--- src/rtl/rect_pkg.sv ---
// Shared types and helpers for the rectangle fill scanner.
package rect_pkg;

  typedef enum logic [1:0] {
    IDLE = 2'd0,
    RUN  = 2'd1,
    DONE = 2'd2
  } state_t;

  localparam int DEF_SCREEN_W = 160;
  localparam int DEF_SCREEN_H = 120;

  // Smaller of two unsigned values, used to clip the far rectangle edge.
  function automatic int unsigned clip_min(input int unsigned a, input int unsigned b);
    return (a < b) ? a : b;
  endfunction

endpackage

--- src/rtl/rect_clip.sv ---
// Combinational clipping of a rectangle request against the screen: yields the
// last column/row actually visible and flags regions that contain no pixels.
module rect_clip
  import rect_pkg::*;
#(
  parameter int X_W      = 8,
  parameter int Y_W      = 7,
  parameter int SCREEN_W = DEF_SCREEN_W,
  parameter int SCREEN_H = DEF_SCREEN_H
) (
  input  logic [X_W-1:0] x0_i,
  input  logic [Y_W-1:0] y0_i,
  input  logic [X_W-1:0] width_i,
  input  logic [Y_W-1:0] height_i,
  output logic [X_W-1:0] x_last_o,
  output logic [Y_W-1:0] y_last_o,
  output logic           empty_o
);

  logic [X_W:0] x_end;
  logic [Y_W:0] y_end;

  // One extra bit on the far-edge sums so x0+width-1 cannot wrap before clipping.
  always_comb begin
    x_end    = {1'b0, x0_i} + {1'b0, width_i} - 1'b1;
    y_end    = {1'b0, y0_i} + {1'b0, height_i} - 1'b1;
    x_last_o = X_W'(clip_min(32'(x_end), 32'(SCREEN_W - 1)));
    y_last_o = Y_W'(clip_min(32'(y_end), 32'(SCREEN_H - 1)));
    empty_o  = (width_i == '0) || (height_i == '0) ||
               ({1'b0, x0_i} >= (X_W+1)'(SCREEN_W)) ||
               ({1'b0, y0_i} >= (Y_W+1)'(SCREEN_H));
  end

endmodule

--- src/rtl/rect_fill_scanner.sv ---
// Raster-scans a clipped rectangle and streams (x, y, colour) to a plot port
// with plot_ready backpressure and a start/done handshake.
// Optional build macro RECT_CHECKER_EN adds a two-colour checkerboard fill
// (inputs mode and colour_alt); without it the fill is always solid.
module rect_fill_scanner
  import rect_pkg::*;
#(
  parameter int X_W      = 8,
  parameter int Y_W      = 7,
  parameter int SCREEN_W = DEF_SCREEN_W,
  parameter int SCREEN_H = DEF_SCREEN_H,
  parameter int COLOUR_W = 3
) (
  input  logic                clk,
  input  logic                resetn,
  input  logic                start,
  input  logic [X_W-1:0]      x0,
  input  logic [Y_W-1:0]      y0,
  input  logic [X_W-1:0]      width,
  input  logic [Y_W-1:0]      height,
  input  logic [COLOUR_W-1:0] colour_in,
`ifdef RECT_CHECKER_EN
  input  logic                mode,
  input  logic [COLOUR_W-1:0] colour_alt,
`endif
  input  logic                plot_ready,
  output logic                plot,
  output logic [X_W-1:0]      x_out,
  output logic [Y_W-1:0]      y_out,
  output logic [COLOUR_W-1:0] colour_out,
  output logic                busy,
  output logic                done
);

  state_t              state_q;
  logic                pend_q;
  logic                plot_q;
  logic                busy_q;
  logic                done_q;
  logic [X_W-1:0]      x_q;
  logic [Y_W-1:0]      y_q;
  logic [X_W-1:0]      x0_q;
  logic [X_W-1:0]      x_last_q;
  logic [Y_W-1:0]      y_last_q;
  logic [COLOUR_W-1:0] col_q;
`ifdef RECT_CHECKER_EN
  logic                mode_q;
  logic [COLOUR_W-1:0] alt_q;
`endif

  logic [X_W-1:0] x_last_c;
  logic [Y_W-1:0] y_last_c;
  logic           empty_c;

  rect_clip #(
    .X_W      (X_W),
    .Y_W      (Y_W),
    .SCREEN_W (SCREEN_W),
    .SCREEN_H (SCREEN_H)
  ) u_clip (
    .x0_i     (x0),
    .y0_i     (y0),
    .width_i  (width),
    .height_i (height),
    .x_last_o (x_last_c),
    .y_last_o (y_last_c),
    .empty_o  (empty_c)
  );

  // Scan FSM: IDLE latches a request, RUN steps the raster on each accepted
  // pixel, DONE emits the completion pulse. An empty request waits one IDLE
  // cycle (pend_q) before DONE so its done lands two cycles after start.
  always_ff @(posedge clk) begin
    if (!resetn) begin
      state_q  <= IDLE;
      pend_q   <= 1'b0;
      plot_q   <= 1'b0;
      busy_q   <= 1'b0;
      done_q   <= 1'b0;
      x_q      <= '0;
      y_q      <= '0;
      x0_q     <= '0;
      x_last_q <= '0;
      y_last_q <= '0;
      col_q    <= '0;
`ifdef RECT_CHECKER_EN
      mode_q   <= 1'b0;
      alt_q    <= '0;
`endif
    end else begin
      case (state_q)
        IDLE: begin
          done_q <= 1'b0;
          if (pend_q) begin
            pend_q  <= 1'b0;
            state_q <= DONE;
            done_q  <= 1'b1;
          end else if (start) begin
            col_q    <= colour_in;
            x0_q     <= x0;
            x_last_q <= x_last_c;
            y_last_q <= y_last_c;
`ifdef RECT_CHECKER_EN
            mode_q   <= mode;
            alt_q    <= colour_alt;
`endif
            if (empty_c) begin
              pend_q <= 1'b1;
            end else begin
              state_q <= RUN;
              plot_q  <= 1'b1;
              busy_q  <= 1'b1;
              x_q     <= x0;
              y_q     <= y0;
            end
          end
        end
        RUN: begin
          if (plot_ready) begin
            if (x_q == x_last_q) begin
              if (y_q == y_last_q) begin
                state_q <= DONE;
                plot_q  <= 1'b0;
                busy_q  <= 1'b0;
                done_q  <= 1'b1;
                x_q     <= '0;
                y_q     <= '0;
              end else begin
                x_q <= x0_q;
                y_q <= y_q + 1'b1;
              end
            end else begin
              x_q <= x_q + 1'b1;
            end
          end
        end
        DONE: begin
          state_q <= IDLE;
          done_q  <= 1'b0;
        end
        default: begin
          state_q <= IDLE;
          plot_q  <= 1'b0;
          busy_q  <= 1'b0;
          done_q  <= 1'b0;
        end
      endcase
    end
  end

  assign plot  = plot_q;
  assign busy  = busy_q;
  assign done  = done_q;
  assign x_out = x_q;
  assign y_out = y_q;

`ifdef RECT_CHECKER_EN
  assign colour_out = (mode_q && (x_q[0] ^ y_q[0])) ? alt_q : col_q;
`else
  assign colour_out = col_q;
`endif

endmodule

--- config.mk ---
export PLATFORM = sky130hd
export DESIGN_NAME = rect_fill_scanner
export DESIGN_NICKNAME = d
export VERILOG_FILES = /design/src/rtl/rect_pkg.sv /design/src/rtl/rect_clip.sv /design/src/rtl/rect_fill_scanner.sv
export SDC_FILE = /design/constraint.sdc
export NUM_CORES = 1
export LEC_CHECK = 0
export BUFFER_PORTS_ARGS = -buffer_cell sky130_fd_sc_hd__buf_4
export CORE_UTILIZATION = 60
export CTS_CLUSTER_SIZE = 25
export DETAILED_ROUTE_END_ITERATION = 10
export PLACE_DENSITY = 0.84
export SLEW_MARGIN = 20
export SYNTH_ARGS = -nofsm -noshare
export SYNTH_HDL_FRONTEND = slang
export SYNTH_HIERARCHICAL = 1
export SYNTH_SLANG_ARGS = --single-unit
--- constraint.sdc ---
create_clock -name clk -period 7 [get_ports clk]
set_clock_uncertainty 0.1 [all_clocks]
set_input_delay 1.05 -clock clk [delete_from_list [all_inputs] [get_ports clk]]
set_output_delay 1.05 -clock clk [all_outputs]
set_load 0.01 [all_outputs]
==> metrics.yaml <==
status: "finished, final reports clean"
insertedDiodeCount: 0
synth-edff-count: 0
period_minus_slack_ns: 3.399
post-route-period-util_pct: 48.56
drive_above_1_share_pct: 16.44
netlist_instances: 476
area_growth_pct: 15.46
grt_max_degree: 39
powerDensity_nw_per_um2: 211.1
clk_pin_slew_worst_paths_ns: 0.09
use_met2_pct: 48.62
numCtsBuffers: 5
num_vias: 3458
post_cts_buffers: 0
startpoint_type: "input pin"
hpwl_um: 6721
dieWidth_um: 79.39
drtAntennaViolNets: 0
worst_path_largest_cell_delay_ns: 0.51
syn-cell-area_um2: 3593
cts_root_buf: "clkbuf_8"
fin_tns_setup_ns: 0
drv_cap: 0
hold_depth: 2
cts_tree: "yes"
dr.pass1.iters: 4
maxSlewHeadroom_pct: 35.26
tightest_slew_ns: 0.9711
nNetsFinal: 591
crit_chain: "buf_4 > inv_1 > ha_1 > inv_1 > ha_1 > inv_1 > fa_1 > nand2b_1 > a2111oi_0 > a211o_1 > o31ai_2 > nand3_1 > nand2_1 > a21oi_1"
max_freq_mhz: 294.2
ctsHoldBuffers: 0
ctsResizeCount: 0
hold_start: "x0_q[0]$_SDFFE_PN0P_"
reg2reg_depth: 4
path_delay_family: "compound AO/OA/AOI/OAI gates"
crit_path_max_fanout: 3
utilization_pct: 73.54
async_flop_share_pct: 0
maxSlewViolCount: 0
synthFlopType: "dfxtp_1"
crit_path_end_kind: "register"
grt_pass1_vias: 3148
place_worst_setup_slack_ns: 3.329
drt_iter0_drc: 195
track_usage_pct: 29.24
r2r_end: "y_out[4]$_SDFFE_PN0P_"
ys.warnings.count: 6
clk_latency_ns: 0.30
cp_common_cell: "inv_1"
syn_avg_cell_area_um2: 7.549
rows: 27
crit_cells: 14
place_congestion: 0.8965
hold_viol: 0
gr-total-overflow: 0
cts.sinks: 46
yosysSeqAreaShare_pct: 25.63
via_per_inst: 5.812
finalSetupViolCount: 0
design.core.area_um2: 5642
hold_class: "reg -> reg"
grt_pass1_wl_um: 14520
crit_slowest_cell: "a2111oi_0"
syn-num-nets: 545
fp.dieH_um: 79.39
synth_cell_types: 67
ios: 58
min_to: "x_out[0]$_SDFFE_PN0P_"
antenna_found_initial: 0
cts_buffer_depth: 2
grt_use_met1_pct: 39.00
htree_levels: 2
ff2ff_setup_slack_ns: 4.55
setup_slack_ns: 3.601
fin_hold_ws_ns: 0.3608
worstReg2RegStart: "state_q[0]$_SDFFE_PN0P_"
wirelength_um: 9055
leakage_nw: 1.906
top_usage_layer: "met2"
post_drt_wl_per_cell_um: 15.22
arrival_ns: 3.52
die_area_um2: 6303
yosys_register_bits: 46
initial_core_util_pct: 63.69
required_ns: 7.12
port_buffers: 57
drc: 0
rsz0062_at_grt: "no"
peakVddDrop_v: 0.0001342
fillers: 454
cp.buffers_inverters: 4
crit_type: "in -> reg"
use_met3_pct: 4.000
worst max path at each step:
stage	startpoint	end	slack [ns]
detailed placement	x0[1]	x_last_q[2]$_SDFFE_PN0P_	3.33
floorplan	height[1]	y_last_q[3]$_SDFFE_PN0P_	3.60
CTS	x0[1]	x_last_q[2]$_SDFFE_PN0P_	3.63
finish	x0[1]	x_last_q[2]$_SDFFE_PN0P_	3.60
global route	x0[1]	x_last_q[2]$_SDFFE_PN0P_	3.38
global placement	y0[1]	y_last_q[3]$_SDFFE_PN0P_	3.40
tightest hold or removal path, delay by kind of cell, from the launching register on:
| kind | cells | cell delay (ns) |
|---|---|---|
| flops | 1 | 0.32 |
| simple gates | 1 | 0.05 |
| compound gates | 1 | 0.05 |
cells by family after synthesis:
group	Yosys count	synth area share (%)
AND/OR/NAND/NOR	158	21.69
XOR/XNOR	25	6.720
adder cells (fa/ha/maj)	32	11.56
buffers and inverters	87	9.331
flip-flops	46	25.63
AO/OA/AOI/OAI	128	25.07
final cells by class:
| class | instances | area (µm²) | area share (%) |
|---|---|---|---|
| Timing Repair Buffer | 58 | 435.4 | 10.49 |
| Clock inverter | 2 | 37.54 | 0.9047 |
| Inverter | 68 | 255.2 | 6.152 |
| Sequential cell | 46 | 920.9 | 22.20 |
| Multi-Input combinational cell | 343 | 2337 | 56.33 |
| Tap cell | 72 | 90.09 | 2.171 |
| Clock buffer | 6 | 72.57 | 1.749 |
metrics by stage:
stage | total power [mW] | instance area (µm²) | cells
floorplan | 0.5806 | 3593 | 476
global placement | 0.6678 | 4039 | 587
detailed placement | 0.6764 | 4039 | 587
CTS | 0.8729 | 4149 | 595
global route | 0.9286 | 4149 | 595
finish | 0.8760 | 4149 | 595
Yosys cell counts (5+ instances only):
library cell	instances	area share [%]
o21a_1	5	1.0
o211ai_1	6	1.3
a21oi_1	44	6.1
clkbuf_1	13	1.4
nor2_1	21	2.2
xor2_1	11	2.7
ha_1	30	10
dfxtp_1	46	26
xnor2_1	11	2.7
nand2b_1	9	1.6
inv_1	67	7.0
a211oi_1	10	2.1
nor3_1	5	0.70
a22oi_1	7	1.5
o21ai_1	5	0.70
nand3_1	9	1.3
o21ai_0	11	1.5
nand2_1	79	8.3
flip-flops by register name, summed over array words and instances, names as in the netlist:
signal      cells
colour_out      3
x0_q            8
x_out           8
state_q         2
busy            1
pend_q          1
done            1
y_out           7
y_last_q        7
x_last_q        8
layer usage:
metal	vias to the layer above	wire [µm]	part of all wire, %
met5	-	0	0
met4	0	100	1.1
met1	1622	4138	46
met3	6	445	4.9
met2	96	4371	48
li1	1734	-	-
cells in the final DEF, fill, tap and decap left out, drive strengths merged, types with 4 or more instances in the layout:
cell type	n
xnor2	14
a221oi	4
xor2	11
nor4	6
dfxtp	46
buf	58
nor3	7
o21a	5
a22oi	7
o211ai	6
nor2	22
o21ai	16
nand4	6
nand3	9
ha	30
inv	68
clkbuf	6
a211oi	11
nor3b	4
nand2	79
a21oi	46
nand2b	9
power breakdown:
group          total [mW]  internal, mW  switching, mW
Combinational       0.353         0.151          0.201
Sequential          0.325         0.290         0.0358
Clock               0.198         0.107         0.0913
Total               0.876         0.548          0.328
Power figures use the tool's default switching activity.
